**src/rtl/branch_resolve_unit.sv**
```systemverilog
// Branch resolve unit: evaluates branch conditions, produces a registered redirect/link
// result behind a valid/ready handshake, and trains a 2-bit bimodal history table.
module branch_resolve_unit #(
    parameter int DATA_W    = 32,
    parameter int PC_W      = 32,
    parameter int BHT_DEPTH = 16
) (
    input  logic              clk,
    input  logic              rst_n,
    input  logic [PC_W-1:0]   pred_pc,
    output logic              pred_taken,
    input  logic              in_valid,
    output logic              in_ready,
    input  logic [3:0]        branch_op,
    input  logic [PC_W-1:0]   pc,
    input  logic [25:0]       imm,
    input  logic [DATA_W-1:0] rs,
    input  logic [DATA_W-1:0] rt,
    input  logic              in_pred,
    output logic              res_valid,
    input  logic              res_ready,
    output logic              res_taken,
    output logic [PC_W-1:0]   res_target,
    output logic              res_link_we,
    output logic [PC_W-1:0]   res_link_data,
    output logic              res_flush,
    output logic [15:0]       mispred_cnt
);
    localparam int IDX_W = $clog2(BHT_DEPTH);

    localparam logic [3:0] OP_BEQ    = 4'd1;
    localparam logic [3:0] OP_BNE    = 4'd2;
    localparam logic [3:0] OP_BGTZ   = 4'd3;
    localparam logic [3:0] OP_BLEZ   = 4'd4;
    localparam logic [3:0] OP_BGEZ   = 4'd5;
    localparam logic [3:0] OP_BLTZ   = 4'd6;
    localparam logic [3:0] OP_BGEZAL = 4'd7;
    localparam logic [3:0] OP_BLTZAL = 4'd8;

    function automatic logic [1:0] sat_ctr2(input logic [1:0] c, input logic up);
        if (up) return (c == 2'b11) ? c : c + 2'b01;
        else    return (c == 2'b00) ? c : c - 2'b01;
    endfunction

    function automatic logic [15:0] sat_inc16(input logic [15:0] v);
        return (v == 16'hFFFF) ? v : v + 16'd1;
    endfunction

    logic [1:0]               r_bht [BHT_DEPTH];
    logic                     r_vld_p1;
    logic                     r_taken_p1;
    logic [PC_W-1:0]          r_target_p1;
    logic                     r_link_we_p1;
    logic [PC_W-1:0]          r_link_data_p1;
    logic                     r_flush_p1;
    logic [15:0]              r_mispred_cnt;

    logic signed [DATA_W-1:0] w_rs;
    logic signed [DATA_W-1:0] w_rt;
    logic                     w_is_br;
    logic                     w_is_link;
    logic                     w_taken;
    logic                     w_flush;
    logic                     w_accept;
    logic [PC_W-1:0]          w_pc4;
    logic [PC_W-1:0]          w_pc8;
    logic [PC_W-1:0]          w_off;
    logic [PC_W-1:0]          w_tgt;
    logic [IDX_W-1:0]         w_upd_idx;
    logic [IDX_W-1:0]         w_qry_idx;

    assign w_rs      = rs;
    assign w_rt      = rt;
    assign w_is_br   = (branch_op >= OP_BEQ) && (branch_op <= OP_BLTZAL);
    assign w_is_link = (branch_op == OP_BGEZAL) || (branch_op == OP_BLTZAL);
    assign w_pc4     = pc + PC_W'(4);
    assign w_pc8     = pc + PC_W'(8);
    assign w_off     = PC_W'($signed({imm[15:0], 2'b00}));
    assign w_tgt     = w_pc4 + w_off;
    assign w_flush   = w_is_br && (w_taken ^ in_pred);
    assign w_accept  = in_valid && in_ready;
    assign w_upd_idx = pc[IDX_W+1:2];
    assign w_qry_idx = pred_pc[IDX_W+1:2];

    always_comb begin
        w_taken = 1'b0;
        case (branch_op)
            OP_BEQ:               w_taken = (w_rs == w_rt);
            OP_BNE:               w_taken = (w_rs != w_rt);
            OP_BGTZ:              w_taken = (w_rs > 0);
            OP_BLEZ:              w_taken = (w_rs <= 0);
            OP_BGEZ, OP_BGEZAL:   w_taken = (w_rs >= 0);
            OP_BLTZ, OP_BLTZAL:   w_taken = (w_rs < 0);
            default:              w_taken = 1'b0;
        endcase
    end

    // Table is read from registered state, so a same-cycle update is not yet visible.
    assign pred_taken = r_bht[w_qry_idx][1];
    assign in_ready   = !r_vld_p1 || res_ready;

    // Stage p0 -> p1: result register, history training and mispredict counting
    always_ff @(posedge clk or negedge rst_n) begin
        if (!rst_n) begin
            r_vld_p1       <= 1'b0;
            r_taken_p1     <= 1'b0;
            r_target_p1    <= '0;
            r_link_we_p1   <= 1'b0;
            r_link_data_p1 <= '0;
            r_flush_p1     <= 1'b0;
            r_mispred_cnt  <= '0;
            for (int i = 0; i < BHT_DEPTH; i++) r_bht[i] <= 2'b01;
        end else begin
            if (w_accept) begin
                r_vld_p1       <= 1'b1;
                r_taken_p1     <= w_taken;
                r_target_p1    <= w_taken ? w_tgt : w_pc4;
                r_link_we_p1   <= w_is_link;
                r_link_data_p1 <= w_is_link ? w_pc8 : '0;
                r_flush_p1     <= w_flush;
            end else if (res_ready) begin
                r_vld_p1 <= 1'b0;
            end
            if (w_accept && w_is_br) r_bht[w_upd_idx] <= sat_ctr2(r_bht[w_upd_idx], w_taken);
            if (w_accept && w_flush) r_mispred_cnt <= sat_inc16(r_mispred_cnt);
        end
    end

    assign res_valid     = r_vld_p1;
    assign res_taken     = r_taken_p1;
    assign res_target    = r_target_p1;
    assign res_link_we   = r_link_we_p1;
    assign res_link_data = r_link_data_p1;
    assign res_flush     = r_flush_p1;
    assign mispred_cnt   = r_mispred_cnt;
endmodule

```
**config.mk**
```make
export PLATFORM = sky130hd
export DESIGN_NAME = branch_resolve_unit
export DESIGN_NICKNAME = d
export VERILOG_FILES = /design/src/rtl/branch_resolve_unit.sv
export SDC_FILE = /design/constraint.sdc
export NUM_CORES = 1
export LEC_CHECK = 0
export CAP_MARGIN = 20
export CORE_MARGIN = 10
export CORE_UTILIZATION = 45
export CTS_BUF_LIST = sky130_fd_sc_hd__clkbuf_4 sky130_fd_sc_hd__clkbuf_8 sky130_fd_sc_hd__clkbuf_16
export DETAILED_ROUTE_END_ITERATION = 10
export GPL_ROUTABILITY_DRIVEN = 0
export PLACE_DENSITY_LB_ADDON = 0.2
export SLEW_MARGIN = 40
export SYNTH_ARGS = -nofsm -noshare
export SYNTH_HDL_FRONTEND = slang
export SYNTH_SLANG_ARGS = --single-unit
export TNS_END_PERCENT = 1
```
**constraint.sdc**
```tcl
create_clock -name clk -period 3.2 [get_ports clk]
set_input_delay 0.64 -clock clk [delete_from_list [all_inputs] [get_ports clk]]
set_output_delay 0.64 -clock clk [all_outputs]
set_load 0.03 [all_outputs]
```
======== Yosys cells after proc, flatten, opt, wreduce, memory -nomap -nowiden ========
Index checks and enable logic that the tools add are counted.
word-level totals
  register bits after elaboration ......... 116
  bits of input ports ..................... 163
  output and inout bits ................... 86
  logic and storage cells ................. 86
operators by class
  add/sub/neg operators ................... 6
  order comparisons ....................... 9
  equal/unequal tests ..................... 12
  muxes and demuxes ....................... 18
  bitwise operators ....................... 4
  reduce and logical (&&, ||, !) cells .... 14
operator list
  cell                                                                number
  two-way mux 32 bit                                                  2
  adder 32 x 3 -> 32 bit, second input constant                       1
  adder 32 bit                                                        1
  adder 32 x 4 -> 32 bit, second input constant                       1
  bitwise mux 32 bit                                                  1
  equality test 32 bit                                                1
  greater-or-equal comparator 32 x 1 -> 1 bit, second input constant  1
  > comparator 32 x 1 -> 1 bit, second input constant                 1
  less-or-equal comparator 32 x 1 -> 1 bit, second input constant     1
  < comparator 32 x 1 -> 1 bit, second input constant                 1
  != test 32 bit                                                      1
  two-way mux 2 bit                                                   9
  adder 16 x 1 -> 16 bit, second input constant                       1
  binary-select mux 2 bit (select 4 bit)                              2
  equality test 16 bit, second input constant                         1
  equality test 4 x 3 -> 1 bit, second input constant                 4
  greater-or-equal comparator 5 bit, second input constant            2
  inverter 4 -> 5 bit                                                 2
  demux 2 bit (select 4 bit)                                          1
  equality test 4 x 2 -> 1 bit, second input constant                 2
  logical AND 1 bit                                                   6
  one-hot mux 1 bit (6 select lines)                                  1
  < comparator 5 x 1 -> 1 bit, second input constant                  1
  equality test 4 x 1 -> 1 bit, second input constant                 1
  15 further kinds                                                    18

======== Logic depth before layout (Yosys ltp) ========
  depth after elaboration ................. 9
  gate-level depth with buffers ........... 19

======== Worst setup path before layout ========
No wires, ideal clock.
  path type ............................... in2reg
  start ................................... input pc[3]
  end ..................................... register r_target_p1[31] (netlist: res_target[31])
  data arrival time ....................... 4.064 ns
  required time ........................... 3.105 ns
  path slack .............................. -0.959 ns
  stages on the path ...................... 19
  cells stage by stage .................... ha_1 and3_1 clkbuf_1 and3_1 nand4_1 or2_2 nor2_1 nand2_1 xnor2_1 ha_1 o21ai_0 o21ai_0 a22o_1 a21o_1 a22oi_1 a211oi_1 xor2_1 and3_1 o31ai_1
between the ends
  cells in the longest elaborated chain, start to end .. 3
RTL lines
  what                        RTL line  text
  start: declaration          15        input logic [PC_W-1:0] pc,
  adder 32 x 3 -> 32 bit (*)  76        assign w_pc4 = pc + PC_W'(4);
  adder 32 bit                79        assign w_tgt = w_pc4 + w_off;
  two-way mux 32 bit (*)      117       r_target_p1 <= w_taken ? w_tgt : w_pc4;
  end signal: assignment      117
  end: declaration            52        logic [PC_W-1:0] r_target_p1;
Every way passes the cells marked *; elsewhere a longest branch is shown, timed or not.
A chain may end at the register's enable or synchronous reset.

======== Worst setup path in the final report ========
  start ................................... input pc[10]
  end ..................................... register r_target_p1[28] (netlist: res_target[28])
The elaborated chain is that of the path after synthesis.

==> results.ini <==
[status]
status=finished with violations
violations=negative setup slack

[hold_path]
hp-class=input pin to asynchronous set/reset pin

[layout]
drive_gt1_share_pct=28.5
syn_to_final_growth_pct=58.1
fin_area_sq_um=13000
nNetsFinal=1489

[clock_tree]
insertion_delay_ns=0.43
cts_tree=done
cts_max_level=4
cts_buffers=17
cts_buffer_depth=2
numClockSinks=116
clkTransAtPathRegs_ns=0.06
root_buffer=clkbuf_16

[critical_path]
crit_arrival_ns=3.75
worstRegToRegCells=10
cp_num_buf_inv=2
critical_path_class=input pin to flip-flop
r2r-end=mispred_cnt[15]
r2r-start=mispred_cnt[0]
reg2reg_slack_ns=0.59
worst-path-max-fanout=4
path_cells=dlygate4sd2_1 > and2_4 > and2_4 > nand2_1 > nor2_2 > nand2_1 > xnor2_1 > buf_4 > ha_1 > a21o_1 > a21o_1 > a21oi_2 > o211ai_1 > a41oi_2 > nor4_2 > or3_1 > a31oi_1 > o21ai_0
crit_path_start_kind=input pin
cp.required_ns=3.51
cp_slowest_stage_delay_ns=0.34
crit_path_top_delay_cell=or3_1
crit_family=compound AO/OA/AOI/OAI gates
endpoint_kind=flip-flop

[global_route]
grt_max_degree=67
grt_use_total_pct=23.2
globalRouteOverflowTotal=0
antenna_found_initial=2
grt_pass1_wl_um=45000
grt_pass1_vias=8539

[timing]
final-setup-viol-count=12
fmax_ghz=0.290
rsz0062_at_grt=yes
maxSlewHeadroom_pct=43.7
finalCritPeriodShare_pct=108
tightest_slew_ns=0.836
drv_slew=0
finalCriticalPeriod_ns=3.45
fin_setup_tns_ns=-1.85
finalHoldViolations=0
holdWs_ns=0.244
setup_ws_ns=-0.246
clock_skew_ns=0.00820

[pwr]
pwr_density_cell_nw_per_um2=436
pwr-share-comb_pct=32.1
p_clk_share_pct=37.1
seq_power_share_pct=30.7
power_leakage_nw=5.64
netSwitchingFraction_pct=32.0
p_int_mw=3.85
power.switching_mw=1.81
max-vdd-ir-drop_uv=413

[die]
num_rows=49
initial_core_util_pct=45.7
coreArea_sq_um=18000
die_y_um=155
dieArea_sq_um=24100
ioPinCount=249
die_x_um=155

[routing]
drt_iter0_markers=446
drc=0
vias_per_cell=5.40
antenna_left=0
dr.pass1.iters=7
wl_per_cell_um=18.5
num_vias=8240
drt-total-wl_um=28300

[logic_synthesis]
synth-edff-count=0
synth_flop_cell=dfrtp_1
synth_cell_type_count=59
syn_area_sq_um=8220
avgSynthCellArea_sq_um=9.29
yosysSeqAreaShare_pct=35.6
synthCells=885
async_flop_share_pct=100
syn_nets=1091
ys_seq_elements=116
yosysWarnings=0

[placement]
dp_hpwl_um=22000
postPlaceCellArea_sq_um=11900
portBuffers=210

[run]
cap_violations=0

-- kinds of logic after synthesis --
kind of cell               after synthesis  synth area share (%)
muxes                                   70                  11.3
adders and majority gates               44                  6.78
xor gates and xnor gates               125                  13.3
AOI/OAI and AO/OA                      156                  11.5
DFF                                    116                  35.6
and+or+nand+nor                        320                  18.6
buffers and inverters                   54                  2.92
-- cells in the mapped netlist, types with 2 or more instances --
master	n	share of area (%)
inv_1	18	0.82
nor4_1	12	0.91
o211ai_1	3	0.27
dfstp_2	16	5.1
clkbuf_1	22	1.0
mux4_2	15	4.1
ha_1	42	6.4
o21ai_0	80	4.9
nand2_1	147	6.7
xnor2_1	94	10
nand2b_1	7	0.53
a211oi_1	4	0.37
a31oi_1	3	0.23
o21bai_1	4	0.37
and2_1	8	0.61
nor4_2	2	0.30
and3_1	16	1.2
o31ai_1	9	0.82
nor3b_1	3	0.27
dfrtp_1	100	30
or2_2	4	0.30
buf_2	9	0.55
o21a_1	2	0.18
mux2i_1	21	2.6
nand3_1	20	1.2
a211o_1	3	0.32
xor2_1	31	3.3
a41oi_1	3	0.32
mux2_2	34	4.7
nor2b_1	3	0.23
o21ai_1	2	0.12
a21o_1	12	1.1
nor2_1	38	1.7
nor3_1	16	0.97
nand4_1	36	2.7
buf_6	3	0.41
a21oi_1	20	1.2
and4_1	2	0.21
-- cells in the final DEF (no fill, tap or decap), drive strengths merged, types with 9 or more instances in the layout --
cell type,count
clkbuf,18
nand3,20
mux4,15
ha,42
clkdlybuf4s15,9
inv,21
clkdlybuf4s50,189
o31ai,10
dfrtp,100
nand2,147
and3,16
nor2,38
xnor2,94
o21ai,82
a21oi,21
buf,211
mux2,34
nor4,14
xor2,31
dfstp,16
nor3,17
mux2i,21
nand4,36
a21o,12
-- worst register-to-register path, stage by stage (launching register included) --
cell     delay, ns
dfrtp_1       0.42
ha_1          0.23
and3_1        0.21
and3_1        0.26
nand4_1       0.12
nor2_1        0.08
or4_4         0.56
o31ai_4       0.13
buf_4         0.20
nand4_1       0.12
xnor2_1       0.16
-- worst max path at each step --
| stage | cells past startpoint | endpoint | startpoint | slack, ns |
|---|---|---|---|---|
| 2_1_floorplan | 19 | res_target[31] | pc[3] | -0.70 |
| 3_3_place_gp | 19 | res_target[31] | pc[3] | -1.31 |
| 3_5_place_dp | 19 | res_target[31] | pc[3] | -1.41 |
| 4_1_cts | 19 | res_target[31] | pc[3] | -0.22 |
| 5_1_grt | 19 | res_target[26] | pc[3] | -0.43 |
| 6_report | 18 | res_target[28] | pc[10] | -0.25 |
-- sequential cells by signal (all words and copies together) (netlist names) --
| register | count |
|---|---|
| res_flush | 1 |
| res_valid | 1 |
| r_bht | 32 |
| res_link_we | 1 |
| res_link_data | 32 |
| mispred_cnt | 16 |
| res_target | 32 |
| res_taken | 1 |
-- layout make-up --
cell class | count | area [sq um]
multi-input cells | 715 | 5400
fillers | 1337 | 4970
repair buffers | 415 | 3680
clock inverters | 14 | 204
well taps | 229 | 287
clock buffers | 18 | 433
diodes | 1 | 2.50
flip-flops and latches | 116 | 2920
inverters | 18 | 67.6
-- power groups by stage --
| stage | Sequential [mW] | Clock, mW | Combinational (mW) |
|---|---|---|---|
| after floorplan | 1.99 | 0 | 0.632 |
| after global placement | 1.76 | 0 | 1.72 |
| after detailed placement | 1.76 | 0 | 1.74 |
| after CTS | 1.74 | 2.12 | 1.80 |
| after global routing | 1.76 | 2.19 | 1.96 |
| final | 1.74 | 2.10 | 1.82 |
-- timing repair --
| action | 4_1_cts | 5_1_grt |
|---|---|---|
| gates resized for setup | 88 | 15 |
| hold buffers | 0 | 0 |
| setup endpoints to repair | 28 | 63 |
| pin swaps | 42 | 18 |
| setup buffers | 12 | 4 |
-- per-layer routing --
metal	part of all wire, %	track usage (%)
met3	5.7	5.65
met5	0.064	0
met4	2.0	7.56
met2	53	41.8
met1	40	26.2
-- stage by stage --
| stage | power, mW | setup slack, ns | std cells | util (%) |
|---|---|---|---|---|
| 6_report | 5.66 | -0.246 | 1526 | 72.3 |
| 5_1_grt | 5.92 | -0.429 | 1525 | 72.3 |
| 4_1_cts | 5.66 | -0.220 | 1521 | 71.6 |
| 3_5_place_dp | 3.50 | -1.41 | 1477 | 66.5 |
| 3_3_place_gp | 3.48 | -1.31 | 1477 | 66.5 |
| 2_1_floorplan | 2.62 | -0.702 | 885 | - |
Note: power is estimated with default switching activity, not from simulation.
==> RTL edit (same settings) <==
Reset style: synchronous (`rst_n`), changed in one clocked block.
--- a/src/rtl/branch_resolve_unit.sv
+++ b/src/rtl/branch_resolve_unit.sv
@@ -102,3 +102,3 @@
     // Stage p0 -> p1: result register, history training and mispredict counting
-    always_ff @(posedge clk or negedge rst_n) begin
+    always_ff @(posedge clk) begin
         if (!rst_n) begin
Formal check against the unedited RTL: differs if rst_n is asserted again (counterexample within 4 cycles, from zero or initial values and one cycle with rst_n low); with rst_n held inactive, the same outputs for 4 cycles.
==> RTL edit against the original RTL <==
  * The flow still finishes with violations (setup timing)
  * Sequential cell count is the same
  * Routed wire length up 12%
  * Total power decreased by 8.1%
  * Cell area increased by 1.9%
  * Cell count grew 5.1%
  * Worst setup slack improved by 0.043 ns
  * Global-route usage increased by 1.9 points
  * Area after synthesis shrank 1.6%
  * Critical endpoint is now res_target[28]$_SDFFE_PN0P_
  * Largest power group unchanged
==> RTL edit: results (changes against the original RTL) <==
## Final layout
* 0 — number of diodes, -1
* 28.28% — fraction of final layout cells with drive strength greater than 1, -0.19 points
* 1604 — Final Non-Filler Cells, +5.1%
* 75.78% — Post-Route Utilization, +3.5 points

## Critical path
* buffers and inverters — Largest delay share family, worst path
* res_target[28]$_SDFFE_PN0P_ — Worst setup endpoint
* 0.67 ns — slack of the worst reg-to-reg path, +0.08 ns
* mispred_cnt[13]$_SDFFE_PN0P_ — endpoint of the worst register-to-register path
* pc[3] — first element of the critical path
* sky130_fd_sc_hd__nand4_1 — slowest stage cell, crit path

## GRT
* 25.08% — Tot GR Track Use, +1.9 points
* 9057 — via count of the first global-routing pass, +6.1%
* 0 — initial antenna violation count, -2
* 48.65 mm — wire length of the first global-routing pass, +8.1%
* 5.523% — GR Util met3, -0.13 points
* 73 — largest net degree at the start of global routing, +9.0%

## Synthesis
* 0% — fraction of synthesis flops using an asynchronous set or reset pin, -100 points
* 32.69% — sequential element share of the synthesized area, -2.9 points
* 32 — EDFF count, synth, +32
* sky130_fd_sc_hd__dfxtp_1 21%, sky130_fd_sc_hd__edfxtp_1 12%, sky130_fd_sc_hd__xnor2_1 8.1% — leading post-synthesis cells by cell area
* 60 — Unique masters post-synth, +1.7%
* sky130_fd_sc_hd__dfxtp_1 — Synth Flop Type
* 97 x sky130_fd_sc_hd__nor2_1, 90 x sky130_fd_sc_hd__nand2_1, 84 x sky130_fd_sc_hd__dfxtp_1 — Post-synth top cells

## Route
* 15.88 mm — WL met2, +6.6%
* 19.83 µm — Avg WL per Cell, +6.9%
* 9191 — vias, +12%
* 732 — DRT iter0 DRCs, +64%
* 12.72 mm — routed metal-1 wirelength, +14%
* 2.270 mm — Routed met3 length, +41%
* met4 — Top Layer Used

## Place
* 12070 µm² — total placed instance area, +1.0%
* 1549 — placed insts, +4.9%
* -1.183 ns — Setup WS pre-CTS, +0.2220 ns
* 22.84 mm — DP HPWL, +3.8%

## Power
* 31.27% — switching part of the total, -0.74 points
* 5.262 nW — Static Leakage, -6.7%
* 1.55 mW — power in combinational cells, -15%
* 1.60 mW — power consumed by sequential cells, -8%

## STA
* -0.2036 ns — PnR worst setup slack, +0.04255 ns
* 15 — setup-violating endpoint count in the final report, +3
* 0.005524 ns — setup skew after layout, -0.002672 ns

## Clock tree
* 19 — buffer count from post-CTS setup fixing, +7
* 130 — # resized after CTS, +48%

## Outcome
* finished, violations left — status
* setup timing — violated checks

==> RTL edit: cell families after synthesis <==
group	after synthesis	share of synthesized area, %
buffers and inverters	68	3.312
adders and majority gates	44	6.857
xor gates and xnor gates	114	12.35
DFF	116	32.69
muxes	26	5.402
AOI/OAI and AO/OA	227	17.86
and+or+nand+nor	362	21.53
==> RTL edit: layout make-up <==
| cell class | instances | area (µm²) |
|---|---|---|
| multi-input cells | 774 | 5783 |
| flip-flops and latches | 116 | 2643 |
| clock inverters | 15 | 195.2 |
| fillers | 1193 | 4233 |
| repair buffers | 442 | 3860 |
| well taps | 225 | 281.5 |
| inverters | 15 | 56.30 |
| clock buffers | 17 | 425.4 |
==> RTL edit: worst register-to-register path, delay by kind of cell, from the launching register on <==
family	cells	cell delay [ns]
AO/OA/AOI/OAI	1	0.15
buffers and inverters	1	0.19
flip-flops	1	0.36
multiplexers	1	0.09
AND/OR/NAND/NOR	7	1.68
